===== src/rtl/byte_word_assembler.sv =====
// Byte-serial to word assembler feeding the divisible-by-five detector.
// Little-endian assembly with frame realignment, backpressure and sticky error flags.
module byte_word_assembler #(
    parameter int BIT_WIDTH = 32
) (
    input  logic                 clk,
    input  logic                 rst,
    input  logic [7:0]           byte_in,
    input  logic                 byte_valid,
    output logic                 byte_ready,
    input  logic                 frame_start,
    output logic [BIT_WIDTH-1:0] word_out,
    output logic                 word_valid,
    input  logic                 word_ready,
    output logic                 overflow,
    output logic                 frame_error,
    input  logic                 err_clear
);

    localparam int NBYTES = BIT_WIDTH / 8;
    localparam int CNT_W  = (NBYTES > 2) ? $clog2(NBYTES) : 1;
    localparam logic [CNT_W-1:0] LAST_IDX = CNT_W'(NBYTES - 1);

    typedef enum logic {FILL, FULL} state_t;

    state_t               state;
    logic [CNT_W-1:0]     count;
    logic [BIT_WIDTH-1:0] word_q;
    logic                 overflow_q;
    logic                 frame_error_q;

    logic accept;
    logic ovf_set;
    logic ferr_set;

    always_comb begin
        byte_ready = (state == FILL) ? 1'b1 : word_ready;
        accept     = byte_valid && byte_ready;
        ovf_set    = byte_valid && !byte_ready;
        // Only a partial word in FILL counts as a misaligned frame start.
        ferr_set   = (state == FILL) && frame_start && (count != '0);
    end

    assign word_out    = word_q;
    assign word_valid  = (state == FULL);
    assign overflow    = overflow_q;
    assign frame_error = frame_error_q;

    always_ff @(posedge clk) begin
        if (rst) begin
            state         <= FILL;
            count         <= '0;
            word_q        <= '0;
            overflow_q    <= 1'b0;
            frame_error_q <= 1'b0;
        end else begin
            overflow_q    <= ovf_set  | (overflow_q    & ~err_clear);
            frame_error_q <= ferr_set | (frame_error_q & ~err_clear);

            case (state)
                FILL: begin
                    if (accept) begin
                        if (frame_start || count == '0) begin
                            word_q <= {{(BIT_WIDTH-8){1'b0}}, byte_in};
                            count  <= CNT_W'(1);
                        end else begin
                            word_q[8*count +: 8] <= byte_in;
                            if (count == LAST_IDX) begin
                                state <= FULL;
                                count <= '0;
                            end else begin
                                count <= count + 1'b1;
                            end
                        end
                    end else if (frame_start) begin
                        count <= '0;
                    end
                end
                FULL: begin
                    // A byte arriving with the handshake opens the next word.
                    if (word_ready) begin
                        state <= FILL;
                        if (byte_valid) begin
                            word_q <= {{(BIT_WIDTH-8){1'b0}}, byte_in};
                            count  <= CNT_W'(1);
                        end else begin
                            count  <= '0;
                        end
                    end
                end
                default: begin
                    state <= FILL;
                    count <= '0;
                end
            endcase
        end
    end

endmodule


===== config.mk =====
export PLATFORM = sky130hd
export DESIGN_NAME = byte_word_assembler
export DESIGN_NICKNAME = d
export VERILOG_FILES = /design/src/rtl/byte_word_assembler.sv
export SDC_FILE = /design/constraint.sdc
export NUM_CORES = 1
export LEC_CHECK = 0
export CAP_MARGIN = 30
export CORE_MARGIN = 5
export CORE_UTILIZATION = 50
export CTS_BUF_LIST = sky130_fd_sc_hd__clkbuf_2
export CTS_CLUSTER_SIZE = 40
export DETAILED_ROUTE_END_ITERATION = 8
export HOLD_SLACK_MARGIN = 0.02
export PLACE_DENSITY = 0.86
export SETUP_SLACK_MARGIN = 0.05
export SYNTH_ARGS = -nofsm -noshare
export SYNTH_HDL_FRONTEND = slang
export SYNTH_SLANG_ARGS = --single-unit

===== constraint.sdc =====
create_clock -name clk -period 6.2 [get_ports clk]
set_input_delay 1.24 -clock clk [delete_from_list [all_inputs] [get_ports clk]]
set_output_delay 1.24 -clock clk [all_outputs]
set_load 0.01 [all_outputs]

Word-level counts from Yosys, hierarchy flattened --
Index checks and enable logic that the tools add are counted.
Operators by class: shifts and indexed selects 2, $add $sub $neg 2, bitwise logic cells 6, mux-type cells 19, equality and inequality tests 5, reduce and logical (&&, ||, !) cells 10
Operators with widths (count):
- 32-bit two-way mux | 4
- 32-bit case mux with 2 select lines | 1
- 5-bit negator with 34-bit output | 1
- 8-bit by 34-bit variable shift with 32-bit output, first input constant | 1
- 8-bit by 34-bit variable part select with 32-bit output | 1
- 32-bit bitwise mux | 1
- 2-bit two-way mux | 5
- 1-bit two-way mux | 6
- 2-bit != test, second input constant | 3
- 1-bit logical AND | 4
- 2-bit case mux with 2 select lines | 1
- 3-bit != test, second input constant | 1
- 3-bit AND reduction | 1
- 2-bit by 1-bit adder with 2-bit output, second input constant | 1
- 1-bit bitwise AND | 2
- 2-bit == test, second input constant | 1
- 2-bit logical NOT | 1
- 1-bit NOT | 2
- 1-bit OR | 2
- 1-bit case mux with 2 select lines | 1
- 2-bit AND reduction | 1
- 2-bit nonzero test | 1
- 1-bit logical NOT | 1
- 1-bit logical OR | 1
Word-level totals: bits of input ports 14, register bits 37, word-level logic and storage cells 49, output and inout bits 36

Logic depth before layout (Yosys ltp) --
Gate-level depths: netlist of the first run.
depth after elaboration 6, mapped depth 9, mapped depth without buffers 6

Worst setup path after synthesis of the first run --
No wires, ideal clock.
path type in2out, start in word_ready, end out byte_ready, buffers on the path 1, path slack 3.358 ns, stages 2, arrival time 1.602 ns, cells stage by stage or2b_1 > buf_6
Between the ends: longest elaborated chain between the ends 1
Ends and longest elaborated chain:
- from (decl) | line 14 | input logic word_ready,
- 1-bit two-way mux | line 37 | byte_ready = (state == FILL) ? 1'b1 : word_ready;
- to (decl) | line 10 | output logic byte_ready,
No other way between the ends.

Worst setup path in the final report of the first run --
Ends and elaborated chain as after synthesis.

==> flow_summary_export.csv, run 1 <==
group,metric,value,unit
outcome,status,"complete, no violations",
yosys,synth.distinct_cells,26,
power,peakVddDrop,0.140,mV
critical_path,cp.required,4.96,ns
layout,multi_input_area,677,µm²
critical_path,path_class,"primary input to primary output",
critical_path,critPathArrivalTime,2.69,ns
yosys,synth_compound_area_share,18.7,%
place,post-place-ws,2.27,ns
drt,first_pass_iters,4,
power,power.density,218,mW/mm²
place,portBuffers,49,
layout,num-nets-final,217,
place,place_area,0.00198,mm²
yosys,synth_top_family_by_area,"compound AO/OA/AOI/OAI gates",
timing,finalHoldViolCount,0,
clock_tree,clock-sinks,37,
yosys,synthCells,151,
grt,met1_usage,23.5,%
timing,final.setup_skew,0.0107,ns
critical_path,crit_end,"byte_ready",
power,p_leak,0.758,nW
timing,tns,0,ns
floorplanning,die_w,65.1,µm
yosys,netlist_area,0.00152,mm²
grt,use_met3,8.55,%
clock_tree,post_cts_buffers,0,
grt,gr-total-overflow,0,
yosys,muxShareOfSynthArea,5.28,%
layout,fillers,253,
layout,syn2layout_area_growth,34.6,%
power,p_int,0.336,mW
clock_tree,root_buffer,"clkbuf_2",
timing,max_freq,254,MHz
layout,final_layout_size_suffix_gt1_share,6.03,%
drt,routed_wirelength,3950,µm
layout,seqCellArea,741,µm²
yosys,ys.warnings.count,0,
floorplanning,core_area,0.00298,mm²
yosys,post_synth_and_or_nand_nor_area_fraction,16.5,%
clock_tree,cts_buffers,5,
critical_path,end_kind,"primary output",
critical_path,worstReg2RegEnd,"word_out[3]$_SDFFE_PP0P_",
layout,diodes,0,
power,swShare,24.8,%
floorplanning,dieHeight,65.1,µm
critical_path,cp-start-kind,"primary input",
power,p_seq_share,55.2,%
timing,relSlewSlack,61.9,%
critical_path,path_max_fanout,9,
floorplanning,initial_core_util,51.0,%
drt,vias,1309,
yosys,synthXorXnorAreaFrac,0,%
critical_path,rrSetupSlack,3.78,ns
yosys,yosys.area_share.adder,4.12,%
timing,rsz0062_at_grt,"false",
clock_tree,htree_levels,2,
timing,whs,0.476,ns
power,p_clk_share,33.0,%
drt,wire_per_inst,17.0,µm
floorplanning,num_rows,20,
grt,top_usage_layer,"met2",
yosys,synth_nets,170,
timing,setup_viol,0,
power,comb_power_share,11.8,%
timing,drv_slew,0,
clock_tree,path_clk_slew,0.17,ns
power,power_switching,0.111,mW
clock_tree,cts-resized-gates,0,
critical_path,cp-startpoint,"word_ready",
clock_tree,cts_tree,"yes",
drt,drtIter0Drc,87,
timing,setup_ws,2.27,ns
clock_tree,insertion_delay,0.38,ns
timing,worst_pin_slew,0.569,ns
job,drv_cap,0,
yosys,synth_ff_type,"dfxtp_1",
clock_tree,cts.path.max_buffers,2,
place,gp_congestion,0.796,
yosys,ys_ff_latch,37,
timing,min_period,3.93,ns
yosys,syn_area_per_cell,10.1,µm²
clock_tree,holdBufCountCts,0,
drt,drc,0,
drt,viasPerCell,5.64,
yosys,async_flop_share,0,%
grt,grt_antenna_before_repair,0,
grt,grt_max_degree,32,
worst_hold_path,hold_path_class,"flop to flop",
layout,final_cell_area,0.00204,mm²
critical_path,r2r-start,"count[0]$_SDFFE_PP0P_",
grt,use_met2,31.9,%
floorplanning,die_area,0.00424,mm²
timing,post-route-period-util,63.4,%
floorplanning,ios,50,
drt,antenna_left,0,
critical_path,ff2ff_path_depth,6,
yosys,yosysSeqAreaShare,48.8,%
grt,grt_pass1_wl,6370,µm
grt,first_global_vias,1317,
place,place_hpwl,2900,µm
yosys,synth_edf_count,0,
grt,grtUsageTotal,19.8,%
-- logic make-up after synthesis --
kind of cell    Yosys count
simple gates             53
flops                    37
compound gates           34
mux                       8
fa+ha+maj                 5
buf+inv                  14
-- cells in the final DEF, fill, tap and decap left out, drive strengths merged --
cell	n
clkdlybuf4s50	49
nor3	2
a22oi	22
dfxtp	37
or3	3
nand2	2
nor2	36
o211ai	3
nor3b	1
a21oi	6
clkbuf	6
and3	1
inv	4
nor4bb	1
or2b	1
buf	1
nand3	2
mux2i	8
clkinv	1
ha	5
nand3b	1
o31ai	1
nand4	3
a32oi	2
bufinv	1
-- state kept, by name, indices dropped and copies added (netlist names) --
name	cells
word_out	32
overflow	1
frame_error	1
word_valid	1
count	2
-- per-layer routing --
metal / wire, µm / vias up
li1: - / 626
met1: 1610 / 618
met2: 1870 / 59
met3: 412 / 6
met4: 57 / 0
met5: 0 / -
-- cells in the mapped netlist, drive strengths merged, types with 2 or more instances --
library cell | number | area, µm²
nor2 | 36 | 135
nand2 | 2 | 7.51
a32oi | 2 | 17.5
a21oi | 6 | 30.0
nand3 | 2 | 10.0
inv | 4 | 15.0
dfxtp | 37 | 741
nor3 | 2 | 21.3
a22oi | 22 | 165
mux2i | 8 | 80.1
nand4 | 3 | 18.8
buf | 6 | 61.3
o211ai | 3 | 63.8
clkbuf | 3 | 15.0
or3 | 3 | 18.8
ha | 5 | 62.6
-- power groups by stage --
stage | clock network, mW | logic, mW | registers [mW]
after floorplan | 0 | 0.0292 | 0.252
after global placement | 0 | 0.0492 | 0.251
after detailed placement | 0 | 0.0523 | 0.251
after CTS | 0.149 | 0.0525 | 0.246
after global routing | 0.162 | 0.0567 | 0.247
final | 0.147 | 0.0526 | 0.246
-- per-stage QoR --
stage / utilization [%] / power (mW) / cells
floorplan: - / 0.281 / 151
global placement: 66.0 / 0.300 / 223
detailed placement: 66.5 / 0.303 / 224
CTS: 68.6 / 0.448 / 232
global route: 68.6 / 0.466 / 232
finish: 68.6 / 0.446 / 232
-- final cells by class --
class,instances,area share [%]
inverters,4,0.735
well taps,33,2.02
clock buffers,6,1.47
multi-input cells,100,33.1
repair buffers,50,24.7
clock inverters,2,1.65
flip-flops and latches,37,36.3
-- worst min path at each step --
stage | start | end | slack, ns | cells after the start
after floorplan | word_out[8]$_SDFFE_PP0P_ | word_out[8]$_SDFFE_PP0P_ | 0.48 | 2
after global placement | word_out[9]$_SDFFE_PP0P_ | word_out[9]$_SDFFE_PP0P_ | 0.45 | 2
after detailed placement | word_out[8]$_SDFFE_PP0P_ | word_out[8]$_SDFFE_PP0P_ | 0.46 | 2
after CTS | word_out[8]$_SDFFE_PP0P_ | word_out[8]$_SDFFE_PP0P_ | 0.48 | 2
after global routing | word_out[8]$_SDFFE_PP0P_ | word_out[8]$_SDFFE_PP0P_ | 0.50 | 2
final | word_out[9]$_SDFFE_PP0P_ | word_out[9]$_SDFFE_PP0P_ | 0.48 | 2
-- worst max-delay path, stage by stage --
cell	delay, ns
clkdlybuf4s50_1	0.45
or2b_1	0.37
clkdlybuf4s50_1	0.63
No activity file was read; power rests on OpenSTA's default activity.
==> run 2: changes to the inputs <==
--- a/config.mk
+++ b/config.mk
@@ -7,12 +7,12 @@
 export LEC_CHECK = 0
 export CAP_MARGIN = 30
 export CORE_MARGIN = 5
-export CORE_UTILIZATION = 50
+export CORE_UTILIZATION = 42
 export CTS_BUF_LIST = sky130_fd_sc_hd__clkbuf_2
 export CTS_CLUSTER_SIZE = 40
 export DETAILED_ROUTE_END_ITERATION = 8
 export HOLD_SLACK_MARGIN = 0.02
-export PLACE_DENSITY = 0.86
+export PLACE_DENSITY = 0.77
 export SETUP_SLACK_MARGIN = 0.05
 export SYNTH_ARGS = -nofsm -noshare
 export SYNTH_HDL_FRONTEND = slang
==> constraint.sdc (replaced) <==
create_clock -name clk -period 3.35 [get_ports clk]
set_input_delay 0.67 -clock clk [delete_from_list [all_inputs] [get_ports clk]]
set_output_delay 0.67 -clock clk [all_outputs]
set_load 0.01 [all_outputs]
==> run 2 against run 1 <==
Effect of this change:
- sequential share of layout area is 0.15 points lower
- power grew 85%
- highest routed layer unchanged
- setup slack got worse by 1.7 ns
- non-clock buffer count unchanged
- clock skew increased by 0.0075 ns
- routed wire length shrank 0.35%
- cell count up 5.6%
- largest cell class unchanged
- utilization fell by 8.5 points
- sequential power increased by 85%
- global-route usage fell by 2.6 points
- worst hold slack better by 0.0018 ns
==> flow_summary_export.csv, run 2 (same netlist as run 1, synthesis figures left out) <==
group,metric,value,unit
clock_tree,cts_buffers,5,
place,dp_cells,237,
timing,drv_slew,0,
clock_tree,root_buffer,"clkbuf_2",
clock_tree,cts_tree,"yes",
grt,first_global_vias,1393,
timing,tns,0,ns
timing,worst_pin_slew,0.603,ns
timing,max_freq,356,MHz
layout,layout.cells.non_filler,245,
place,place_area,0.00199,mm²
critical_path,worstReg2RegEnd,"word_out[1]$_SDFFE_PP0P_",
clock_tree,cts.path.max_buffers,2,
drt,drtIter0Drc,141,
timing,relSlewSlack,59.7,%
critical_path,cpPeakStageDelay,0.63,ns
worst_hold_path,hold_start,"word_out[9]$_SDFFE_PP0P_",
floorplanning,dieHeight,70.1,µm
floorplanning,core_area,0.00342,mm²
clock_tree,htree_levels,2,
critical_path,cp_cell_sequence,"clkdlybuf4s50_1, or2b_1, clkdlybuf4s50_1",
layout,multi_input_area,677,µm²
place,place_hpwl,2840,µm
clock_tree,holdBufCountCts,0,
drt,antenna_left,0,
clock_tree,clock-sinks,37,
timing,finalHoldViolCount,0,
critical_path,critPathArrivalTime,2.14,ns
critical_path,r2r-start,"count[0]$_SDFFE_PP0P_",
grt,grt_max_degree,38,
layout,num-nets-final,217,
critical_path,crit_buf_inv,2,
job,drv_cap,0,
place,portBuffers,49,
floorplanning,die_area,0.00492,mm²
layout,final_cell_area,0.00205,mm²
worst_hold_path,hold_depth,2,
layout,layout_common_cells,"clkdlybuf4s50_1, dfxtp_1, nor2_1",
timing,rsz0062_at_grt,"false",
clock_tree,path_clk_slew,0.19,ns
drt,wire_per_inst,16.1,µm
grt,grtUsageTotal,17.2,%
layout,fillers,314,
power,power,0.826,mW
critical_path,path_class,"primary input to primary output",
critical_path,crit_path_frequent_cell,"clkdlybuf4s50_1",
critical_path,crit_cells,3,
critical_path,crit_family,"buffers and inverters",
power,power.density,402,mW/mm²
clock_tree,insertion_delay,0.40,ns
timing,final.setup_skew,0.0182,ns
timing,setup_viol,0,
critical_path,critPathSlowestCell,"clkdlybuf4s50_1",
floorplanning,num_rows,21,
power,peakVddDrop,0.163,mV
timing,min_period,2.81,ns
grt,grt_pass1_wl,6760,µm
drt,first_pass_iters,4,
floorplanning,ios,50,
clock_tree,cts-resized-gates,0,
layout,largest_register_ff_count,32,
drt,routed_wirelength,3930,µm
layout,seqCellArea,741,µm²
critical_path,cp.required,2.68,ns
grt,gr-total-overflow,0,
grt,grt_antenna_before_repair,0,
worst_hold_path,hold_path_class,"flop to flop",
drt,vias,1327,
drt,drc,0,
outcome,status,"complete, no violations",
timing,post-route-period-util,83.9,%
layout,syn2layout_area_growth,35.2,%
worst_hold_path,hold_end,"word_out[9]$_SDFFE_PP0P_",
layout,final_common_cell,"clkdlybuf4s50_1",
critical_path,rrSetupSlack,0.87,ns
drt,viasPerCell,5.42,
place,gp_congestion,0.851,
layout,final_layout_size_suffix_gt1_share,6.03,%
floorplanning,die_w,70.1,µm
power,p_leak,0.755,nW
floorplanning,initial_core_util,44.4,%
critical_path,cp-start-kind,"primary input",
critical_path,path_max_fanout,9,
layout,diodes,0,
clock_tree,post_cts_buffers,0,
critical_path,cp-startpoint,"word_ready",
critical_path,ff2ff_path_depth,6,
critical_path,end_kind,"primary output",
[run 2: per-stage QoR]
stage	utilization (%)	hold WS (ns)	setup WS, ns
finish	60.1	0.478	0.538
detailed placement	58.2	0.459	0.535
floorplan	-	0.478	1.38
global route	60.1	0.513	0.502
global placement	58.2	0.447	0.582
CTS	60.1	0.483	0.541
[run 2: worst max-delay path by stage]
stage | to | slack (ns)
after floorplan | word_out[0]$_SDFFE_PP0P_ | 1.38
after global placement | byte_ready | 0.58
after detailed placement | byte_ready | 0.54
after CTS | byte_ready | 0.54
after global routing | byte_ready | 0.50
final | byte_ready | 0.54
[run 2: layer usage]
| layer | share of wire [%] | GRT usage (%) | wire (µm) | vias up |
|---|---|---|---|---|
| li1 | - | - | - | 631 |
| met1 | 45 | 21.6 | 1780 | 637 |
| met2 | 47 | 27.6 | 1860 | 51 |
| met3 | 5.9 | 4.30 | 231 | 8 |
| met4 | 1.8 | 7.87 | 69 | 0 |
| met5 | 0 | 0 | 0 | - |
[run 2: area by class of cell]
class / instances / area share, %
clock buffers: 6 / 1.46
inverters: 4 / 0.732
clock inverters: 2 / 1.65
flip-flops and latches: 37 / 36.1
repair buffers: 50 / 24.3
multi-input cells: 100 / 33.0
well taps: 46 / 2.80
[run 2: power by group]
part	leakage, nW	switching (mW)	internal [mW]
clock	0.0406	0.147	0.127
combinational	0.415	0.0519	0.0438
sequential	0.300	0.00682	0.449
total	0.755	0.206	0.620
[run 2: worst min-delay path, stage by stage (launching register included)]
cell     delay (ns)
dfxtp_1        0.35
nand2_1        0.05
a21oi_1        0.05
